$ cat src/rtl/mips_mem_pkg.sv
// mips_mem_pkg
// Shared definitions for the MEM-stage data-memory access path:
//   - load/store opcode constants (OP_LB..OP_SW)
//   - access FSM state encoding (IDLE / ACCESS / DONE)
//   - access size encoding (BYTE / HALF / WORD)
//   - decode_op(): opcode -> {is_mem, is_store, is_signed, size}
//   - is_misaligned(): used only when MISALIGN_TRAP_EN is defined
package mips_mem_pkg;

  localparam logic [5:0] OP_LB  = 6'b100000;
  localparam logic [5:0] OP_LH  = 6'b100001;
  localparam logic [5:0] OP_LW  = 6'b100011;
  localparam logic [5:0] OP_LBU = 6'b100100;
  localparam logic [5:0] OP_LHU = 6'b100101;
  localparam logic [5:0] OP_SB  = 6'b101000;
  localparam logic [5:0] OP_SH  = 6'b101001;
  localparam logic [5:0] OP_SW  = 6'b101011;

  typedef enum logic [1:0] {
    IDLE   = 2'd0,
    ACCESS = 2'd1,
    DONE   = 2'd2
  } state_t;

  typedef enum logic [1:0] {
    BYTE = 2'd0,
    HALF = 2'd1,
    WORD = 2'd2
  } size_t;

  typedef struct packed {
    logic  is_mem;
    logic  is_store;
    logic  is_signed;
    size_t size;
  } mem_op_t;

  function automatic mem_op_t decode_op(input logic [5:0] op);
    mem_op_t d;
    d = '0;
    case (op)
      OP_LB:  begin d.is_mem = 1'b1; d.is_signed = 1'b1; d.size = BYTE; end
      OP_LH:  begin d.is_mem = 1'b1; d.is_signed = 1'b1; d.size = HALF; end
      OP_LW:  begin d.is_mem = 1'b1; d.size = WORD; end
      OP_LBU: begin d.is_mem = 1'b1; d.size = BYTE; end
      OP_LHU: begin d.is_mem = 1'b1; d.size = HALF; end
      OP_SB:  begin d.is_mem = 1'b1; d.is_store = 1'b1; d.size = BYTE; end
      OP_SH:  begin d.is_mem = 1'b1; d.is_store = 1'b1; d.size = HALF; end
      OP_SW:  begin d.is_mem = 1'b1; d.is_store = 1'b1; d.size = WORD; end
      default: d = '0;
    endcase
    return d;
  endfunction

  function automatic logic is_misaligned(input size_t sz, input logic [1:0] a);
    logic m;
    m = 1'b0;
    case (sz)
      HALF:    m = a[0];
      WORD:    m = (a != 2'b00);
      default: m = 1'b0;
    endcase
    return m;
  endfunction

endpackage

$ cat src/rtl/dmem_access_ctrl_lane.sv
// dmem_lane_align
// Purely combinational byte-lane steering for the data memory port.
// Store side: byte enables and lane-replicated write data.
// Load side : lane extraction plus sign/zero extension.
// Halfword ignores addr[0]; word ignores addr[1:0] (forced alignment).
// Ports:
//   i_size     access size (BYTE/HALF/WORD)
//   i_signed   1 = sign-extend loads
//   i_addr_lo  byte offset within the word
//   i_wdata    store data (rt)
//   i_dm_rdata raw word from memory
//   o_be       byte enables, bit i = lane i
//   o_wdata    lane-replicated write data
//   o_rdata    extracted, extended load data
module dmem_lane_align
  import mips_mem_pkg::*;
(
  input  size_t       i_size,
  input  logic        i_signed,
  input  logic [1:0]  i_addr_lo,
  input  logic [31:0] i_wdata,
  input  logic [31:0] i_dm_rdata,
  output logic [3:0]  o_be,
  output logic [31:0] o_wdata,
  output logic [31:0] o_rdata
);

  logic [7:0]  w_byte;
  logic [15:0] w_half;

  always_comb begin
    w_byte = 8'h00;
    case (i_addr_lo)
      2'd0:    w_byte = i_dm_rdata[7:0];
      2'd1:    w_byte = i_dm_rdata[15:8];
      2'd2:    w_byte = i_dm_rdata[23:16];
      default: w_byte = i_dm_rdata[31:24];
    endcase
    w_half = i_addr_lo[1] ? i_dm_rdata[31:16] : i_dm_rdata[15:0];
  end

  always_comb begin
    o_be    = 4'b0000;
    o_wdata = 32'h0;
    o_rdata = 32'h0;
    case (i_size)
      BYTE: begin
        o_be    = 4'b0001 << i_addr_lo;
        o_wdata = {4{i_wdata[7:0]}};
        o_rdata = {{24{i_signed & w_byte[7]}}, w_byte};
      end
      HALF: begin
        o_be    = i_addr_lo[1] ? 4'b1100 : 4'b0011;
        o_wdata = {2{i_wdata[15:0]}};
        o_rdata = {{16{i_signed & w_half[15]}}, w_half};
      end
      default: begin
        o_be    = 4'b1111;
        o_wdata = i_wdata;
        o_rdata = i_dm_rdata;
      end
    endcase
  end

endmodule

$ cat src/rtl/dmem_access_ctrl.sv
// dmem_access_ctrl
// MEM-stage data-memory access controller. Decodes load/store opcodes,
// runs a req/ack handshake to a variable-latency memory and stalls the
// pipeline until the access completes or times out.
// Optional build macro: MISALIGN_TRAP_EN (misaligned half/word -> o_err,
// no memory request). Without it, misaligned addresses are forced aligned.
// Handshake: o_dm_req rises on entry to ACCESS and, with we/be/addr/wdata,
// stays stable until the cycle in which i_dm_ack is sampled high (or the
// timeout fires); i_dm_ack outside ACCESS is ignored.
// Ports:
//   i_clk, i_reset_n          clock, async active-low reset
//   i_mem_valid, i_opcode     MEM-stage instruction
//   i_addr, i_wdata           effective address, store data
//   o_stall                   freeze IF..MEM
//   o_rdata, o_rdata_valid    extended load result + 1-cycle pulse
//   o_err                     timeout / misalign pulse
//   o_dm_*                    memory request side
//   i_dm_ack, i_dm_rdata      memory response side
//   o_dbg_state               FSM state for observation
module dmem_access_ctrl
  import mips_mem_pkg::*;
#(
  parameter int ADDR_W  = 32,
  parameter int TIMEOUT = 255
) (
  input  logic              i_clk,
  input  logic              i_reset_n,
  input  logic              i_mem_valid,
  input  logic [5:0]        i_opcode,
  input  logic [ADDR_W-1:0] i_addr,
  input  logic [31:0]       i_wdata,
  output logic              o_stall,
  output logic [31:0]       o_rdata,
  output logic              o_rdata_valid,
  output logic              o_err,
  output logic              o_dm_req,
  output logic              o_dm_we,
  output logic [3:0]        o_dm_be,
  output logic [ADDR_W-1:0] o_dm_addr,
  output logic [31:0]       o_dm_wdata,
  input  logic              i_dm_ack,
  input  logic [31:0]       i_dm_rdata,
  output state_t            o_dbg_state
);

  localparam logic [7:0] TO_LAST = 8'(TIMEOUT - 1);

  state_t            r_state, w_next_state;
  mem_op_t           r_op;
  logic [ADDR_W-1:0] r_addr;
  logic [31:0]       r_wdata;
  logic [7:0]        r_cnt;
  logic              r_dm_req;
  logic [31:0]       r_rdata;
  logic              r_rdata_valid;
  logic              r_err;

  mem_op_t     w_dec;
  logic        w_start;
  logic        w_misalign;
  logic        w_timeout;
  logic [3:0]  w_be;
  logic [31:0] w_wdata;
  logic [31:0] w_ext;

  assign w_dec = decode_op(i_opcode);
  // Gated by reset so no stall is requested while the pipeline is in reset.
  assign w_start = i_reset_n & i_mem_valid & w_dec.is_mem;

`ifdef MISALIGN_TRAP_EN
  assign w_misalign = is_misaligned(w_dec.size, i_addr[1:0]);
`else
  assign w_misalign = 1'b0;
`endif

  assign w_timeout = (r_cnt == TO_LAST) && !i_dm_ack;

  dmem_lane_align u_lane (
    .i_size     (r_op.size),
    .i_signed   (r_op.is_signed),
    .i_addr_lo  (r_addr[1:0]),
    .i_wdata    (r_wdata),
    .i_dm_rdata (i_dm_rdata),
    .o_be       (w_be),
    .o_wdata    (w_wdata),
    .o_rdata    (w_ext)
  );

  always_comb begin
    w_next_state = r_state;
    o_stall      = 1'b0;
    case (r_state)
      IDLE: begin
        o_stall = w_start;
        if (w_start) w_next_state = w_misalign ? DONE : ACCESS;
      end
      ACCESS: begin
        o_stall = 1'b1;
        if (i_dm_ack || w_timeout) w_next_state = DONE;
      end
      // DONE lets the pipeline advance one cycle; i_mem_valid still shows
      // the same instruction, so it must not start a new access.
      DONE:    w_next_state = IDLE;
      default: w_next_state = IDLE;
    endcase
  end

  always_ff @(posedge i_clk or negedge i_reset_n) begin
    if (!i_reset_n) begin
      r_state       <= IDLE;
      r_op          <= '0;
      r_addr        <= '0;
      r_wdata       <= '0;
      r_cnt         <= '0;
      r_dm_req      <= 1'b0;
      r_rdata       <= '0;
      r_rdata_valid <= 1'b0;
      r_err         <= 1'b0;
    end else begin
      r_state       <= w_next_state;
      r_rdata_valid <= 1'b0;
      r_err         <= 1'b0;
      case (r_state)
        IDLE: begin
          if (w_start) begin
            r_op    <= w_dec;
            r_addr  <= i_addr;
            r_wdata <= i_wdata;
            r_cnt   <= '0;
            if (w_misalign) begin
              r_err   <= 1'b1;
              r_rdata <= '0;
            end else begin
              r_dm_req <= 1'b1;
            end
          end
        end
        ACCESS: begin
          if (i_dm_ack) begin
            r_dm_req <= 1'b0;
            if (!r_op.is_store) begin
              r_rdata       <= w_ext;
              r_rdata_valid <= 1'b1;
            end
          end else if (w_timeout) begin
            r_dm_req <= 1'b0;
            r_err    <= 1'b1;
            r_rdata  <= '0;
          end else begin
            r_cnt <= r_cnt + 8'd1;
          end
        end
        default: ;
      endcase
    end
  end

  // Request-side fields come from latched registers and are zero whenever
  // no request is outstanding.
  assign o_dm_req      = r_dm_req;
  assign o_dm_we       = r_dm_req & r_op.is_store;
  assign o_dm_be       = r_dm_req ? w_be : 4'b0000;
  assign o_dm_addr     = r_dm_req ? {r_addr[ADDR_W-1:2], 2'b00} : '0;
  assign o_dm_wdata    = (r_dm_req & r_op.is_store) ? w_wdata : 32'h0;
  assign o_rdata       = r_rdata;
  assign o_rdata_valid = r_rdata_valid;
  assign o_err         = r_err;
  assign o_dbg_state   = r_state;

endmodule

$ cat config.mk
export PLATFORM = sky130hd
export DESIGN_NAME = dmem_access_ctrl
export DESIGN_NICKNAME = d
export VERILOG_FILES = /design/src/rtl/mips_mem_pkg.sv /design/src/rtl/dmem_access_ctrl_lane.sv /design/src/rtl/dmem_access_ctrl.sv
export SDC_FILE = /design/constraint.sdc
export NUM_CORES = 1
export LEC_CHECK = 0
export CORE_MARGIN = 2
export CORE_UTILIZATION = 48
export CTS_CLUSTER_SIZE = 28
export DETAILED_ROUTE_END_ITERATION = 8
export GPL_TIMING_DRIVEN = 0
export PLACE_DENSITY = 0.86
export SYNTH_ARGS = -nofsm -noshare
export SYNTH_HDL_FRONTEND = slang
export SYNTH_SLANG_ARGS = --single-unit
$ cat constraint.sdc
create_clock -name i_clk -period 4.48 [get_ports i_clk]
set_clock_uncertainty 0.1 [all_clocks]
set_input_delay 0.896 -clock i_clk [delete_from_list [all_inputs] [get_ports i_clk]]
set_output_delay 0.896 -clock i_clk [all_outputs]
set_load 0.01 [all_outputs]
Word level (Yosys, flattened, before mapping) --
Index checks and enable logic that the tools add are counted. W data, S select, Z words.
Storage, ports and cells: bits in registers 113, latch bits 0, RAM bits 0, bits in read-only memories 0, input port bits 106, output and inout bits 107, word-level logic and storage cells 89, memories kept 0
Cells by class: add/subtract/negate cells 1, multiply operators 0, div/mod/pow operators 0, $lt $le $gt $ge 0, equal/unequal tests 19, shifts and indexed selects 1, muxes and demuxes 34, bitwise operators 5, reductions and logical operators 18
Operator list (number):
- $mux W32 | 5
- $pmux W32 S2 | 2
- $eq A6 B6 Y1 const B | 8
- $mux W8 | 3
- $pmux W8 S3 | 1
- $mux W16 | 1
- $pmux W8 S2 | 1
- $mux W1 | 12
- $ne A2 B2 Y1 const B | 5
- $add A8 B1 Y8 const B | 1
- $eq A8 B8 Y1 const B | 1
- $mux W4 | 2
- $pmux W2 S2 | 2
- $pmux W4 S2 | 1
- $reduce_or A8 Y1 | 1
- $eq A2 B1 Y1 const B | 3
- $logic_not A2 Y1 | 3
- $reduce_and A3 Y1 | 2
- $reduce_or A3 Y1 | 2
- $and A1 B1 Y1 | 5
- $mux W2 | 2
- $pmux W1 S2 | 2
- $reduce_and A2 Y1 | 2
- $reduce_and A4 Y1 | 1
- 8 further kinds | 10

Depth between registers and ports, before layout --
depth after elaboration 6, mapped depth 7, depth with buffers taken out 7

Hierarchy --
From an unflattened synthesis, not the netlist that was laid out.
Unflattened totals: cell total of the unflattened synthesis 765, area, all modules 6414.9 µm²
Modules (own cells, without submodules):
- dmem_access_ctrl | instances 1, cells each 586, area each 5201.2 µm², seq. area each 2827.7 µm²
- dmem_lane_align | instances 1, cells each 179, area each 1213.7 µm², seq. area each 0.0 µm²

Worst setup path before layout --
Ideal clock, no wire load.
kind input to output, from input port i_opcode[3], to output port o_stall, arrival 1395 ps, required time 3484 ps, slack 2089 ps, stages on the path 3, path buffers 0, cell sequence o21ai_0 a41oi_1 nor2_1
On the way: longest elaborated chain between the ends 5
Ends and longest elaborated chain:
- start, declared | RTL line dmem_access_ctrl.sv:29 | input logic [5:0] i_opcode,
- $eq A6 B6 Y1 | RTL line mips_mem_pkg.sv:41 | case (op)
- $reduce_or A8 Y1 (no source line) (*)
- $mux W1 (*) | RTL line mips_mem_pkg.sv:41
- $and A1 B1 Y1 (*) | RTL line dmem_access_ctrl.sv:68 | assign w_start = i_reset_n & i_mem_valid & w_dec.is_mem;
- $pmux W1 S2 (*) | RTL line dmem_access_ctrl.sv:92 | case (r_state)
- end, declared | RTL line dmem_access_ctrl.sv:32 | output logic o_stall,
Mark *: on every way between the ends. The rest lies on a longest branch, timed or not.

Worst setup path in the final report --
from register r_op[0] in the netlist's numbering, to output port o_dm_wdata[9]
On the way: longest elaborated chain between the ends 3
Ends and longest elaborated chain:
- start, declared | RTL line dmem_access_ctrl.sv:49 | mem_op_t r_op;
- start signal, assigned | RTL line dmem_access_ctrl.sv:126 | r_op <= w_dec;
- $eq A2 B1 Y1 / $logic_not A2 Y1 (equally long branches) | RTL line dmem_access_ctrl_lane.sv:46 | case (i_size)
- $pmux W32 S2 (*) | RTL line dmem_access_ctrl_lane.sv:46
- $mux W32 (*) | RTL line dmem_access_ctrl.sv:164 | assign o_dm_wdata = (r_dm_req & r_op.is_store) ? w_wdata : 32'h0;
- end, declared | RTL line dmem_access_ctrl.sv:40 | output logic [31:0] o_dm_wdata,
Marked as above.

==> impl_metrics.toml <==
[run_status]
status = "finished with violations"
violations = "DRC"

[clock_tree]
clk_path_buf_depth = 2
cts.sinks = 113
cts_tree = "done"
htree_levels = 4
clock_latency_ps = 410
postCtsResizedCells = 0
postCtsSetupBuffers = 0
path_clk_slew_ps = 50
cts-hold-fix-buffers = 0
root_buffer = "clkbuf_16"
cts_buffers = 17

[drt]
ant_nets = 0
viasPerCell = 5.63
routedWlPerCell_um = 19.2
wl_met2_um = 8610
drcViolationCount = 14
wl_met3_um = 1660
met1_length_um = 6910
wl_um = 17600
drt_iter0_drc = 337
vias = 5166
drtPass1Iterations = 9
routed.top_layer = "met4"

[floorplan]
die_y_um = 113
start_util_pct = 49.5
ios = 213
rows = 39
core_sq_mm = 0.0115
die_w_um = 113
dieArea_sq_mm = 0.0128

[cells_and_area]
syn2layout_area_growth_pct = 51.9
final_net_count = 870
multi_input_area_sq_mm = 0.00264
instances_no_fill = 917
fin_area_sq_mm = 0.00865
drive_gt1_share_pct = 17.3
layout_common_cells = "clkdlybuf4s50_1, dfrtp_1, mux2_2, nand2_1, and2_1"
ff_latch_area_sq_mm = 0.00283
fillers = 788
num_antenna_cells = 0
final_common_cell = "clkdlybuf4s50_1"

[global_route]
overflow = 0
grt_usage_pct = 28.0
antenna_found_initial = 0
grt_pass1_wl_um = 27700
grt_pass1_vias = 5450
grt_max_degree = 63

[setup_path]
crit_required_ps = 3480
critPathMaxFanout = 10
start_kind = "flip-flop"
arrival_ps = 2590
crit_path_end_kind = "output port"
path_class = "reg2out"

[placed_design]
place_inst = 886
gp_congestion = 0.891
io_buffers = 210
place_area_sq_mm = 0.00801
dpl.hpwl_um = 12900

[sta]
maxSlewHeadroom_pct = 51.5
worst_pin_slew_ps = 728
max_freq_ghz = 0.279
fin_crit_sh_pct = 79.9
layout_min_cycle_time_ps = 3580
hold_viol = 0
grt_setup_unrepaired = "no"
report.final.slew_viol_count = 0
setup_violations = 0

[synthesis]
yosysTopAreaCell = "dfrtp_1"
synth_area_leaders = "dfrtp_1, mux2_2, nand2_1"
ys_seq_elements = 113
synth.distinct_cells = 53
syn_area_sq_mm = 0.00570
synth_top_area_share_pct = 49.6
synth_ff_type = "dfrtp_1"
syn_inst = 531
async_reset_ff_share_pct = 100
synth-seq-area-share_pct = 49.6
yosysWarnings = 0
synth-edff-count = 0
syn_area_per_cell_sq_um = 10.7

[power_and_ir_drop]
ir_drop_mv = 0.253
pwr_density_cell_mw_per_mm2 = 435
p_leak_uw = 0.00376

[min_path]
hold_class = "reg2reg"

[run]
drv_cap = 0
[stage by stage]
step | power [uW] | utilization (%) | TNS [ps] | hold slack (ps) | worst slack (ps)
finish | 3760 | 75.2 | 0 | 384 | 898
global route | 3930 | 75.2 | 0 | 415 | 739
CTS | 3780 | 75.2 | 0 | 384 | 872
detailed placement | 2310 | 69.5 | 0 | 372 | 983
global placement | 2260 | 69.3 | -399790 | 371 | -2780
floorplan | 1830 | - | 0 | 356 | 2090
[where the power goes]
part / switching [uW] / internal [uW]
registers: 140 / 1230
logic: 406 / 535
clock network: 458 / 999
[final cells by class]
type / instances / share of cell area [%]
plain buffers: 40 / 2.40
clock inverters: 9 / 1.76
well taps: 143 / 2.07
flip-flops and latches: 113 / 32.7
inverters: 8 / 0.347
multi-input cells: 371 / 30.5
clock buffers: 22 / 5.71
repair buffers: 211 / 24.6
[Yosys cell counts (3+ instances only)]
library cell,instances
a221oi_1,4
nand3b_1,4
dfrtp_1,113
and3_1,15
o21a_1,3
clkbuf_1,16
mux2i_1,18
buf_2,13
o21ai_0,15
a222oi_1,7
a21oi_1,24
nor2_1,31
a41oi_1,3
nor2b_1,5
buf_4,7
nand2b_1,4
nand2_1,60
nand3_1,5
inv_1,7
o22ai_1,12
and2_1,34
a22o_1,6
a22oi_1,16
mux2_2,72
a2bb2oi_1,4
[final timing paths]
check	startpoint	end	slack, ps	depth (start not counted)
min in group asynchronous	i_reset_n	r_wdata[21]	450	1
worst min-delay path	o_rdata[9]	o_rdata[9]	380	2
max in group asynchronous	i_reset_n	r_cnt[2]	3080	2
worst max register to register	r_addr[1]	o_rdata[21]	2550	6
worst max-delay path	r_op[0]	o_dm_wdata[9]	900	6
worst min register to register	o_rdata[9]	o_rdata[9]	380	2
[worst max-delay path, cell delays in order, from the launching register on]
cell and delay (ps):
dfrtp_1 350, buf_2 170, nor2_1 260, clkbuf_1 460, nand2_1 100, a21oi_1 240
clkdlybuf4s50_1 590
[cell families (layout without fill, tap and decap cells)]
group                      count (synthesis)  count (layout)  share of synthesized area [%]
muxes                                     91              91                           17.6
adders and majority gates                  2               2                          0.439
DFF                                      113             113                           49.6
and+or+nand+nor                          168             168                           14.9
buffers and inverters                     48             290                           4.17
other                                      1               2                         0.0658
AOI/OAI and AO/OA                        108             108                           13.2
[metal layers]
metal	up-vias	global-route usage, %
met5	-	0
li1	2360	-
met3	32	10.3
met2	256	46.9
met1	2518	32.9
met4	0	10.7
[sequential cells by signal, summed over array words and instances (netlist names)]
| name | count |
|---|---|
| o_rdata | 32 |
| o_err | 1 |
| r_cnt | 8 |
| o_dm_req | 1 |
| o_dbg_state | 2 |
| r_wdata | 32 |
| o_rdata_valid | 1 |
| r_addr | 32 |
| r_op | 4 |
(Power assumes the default switching activity.)
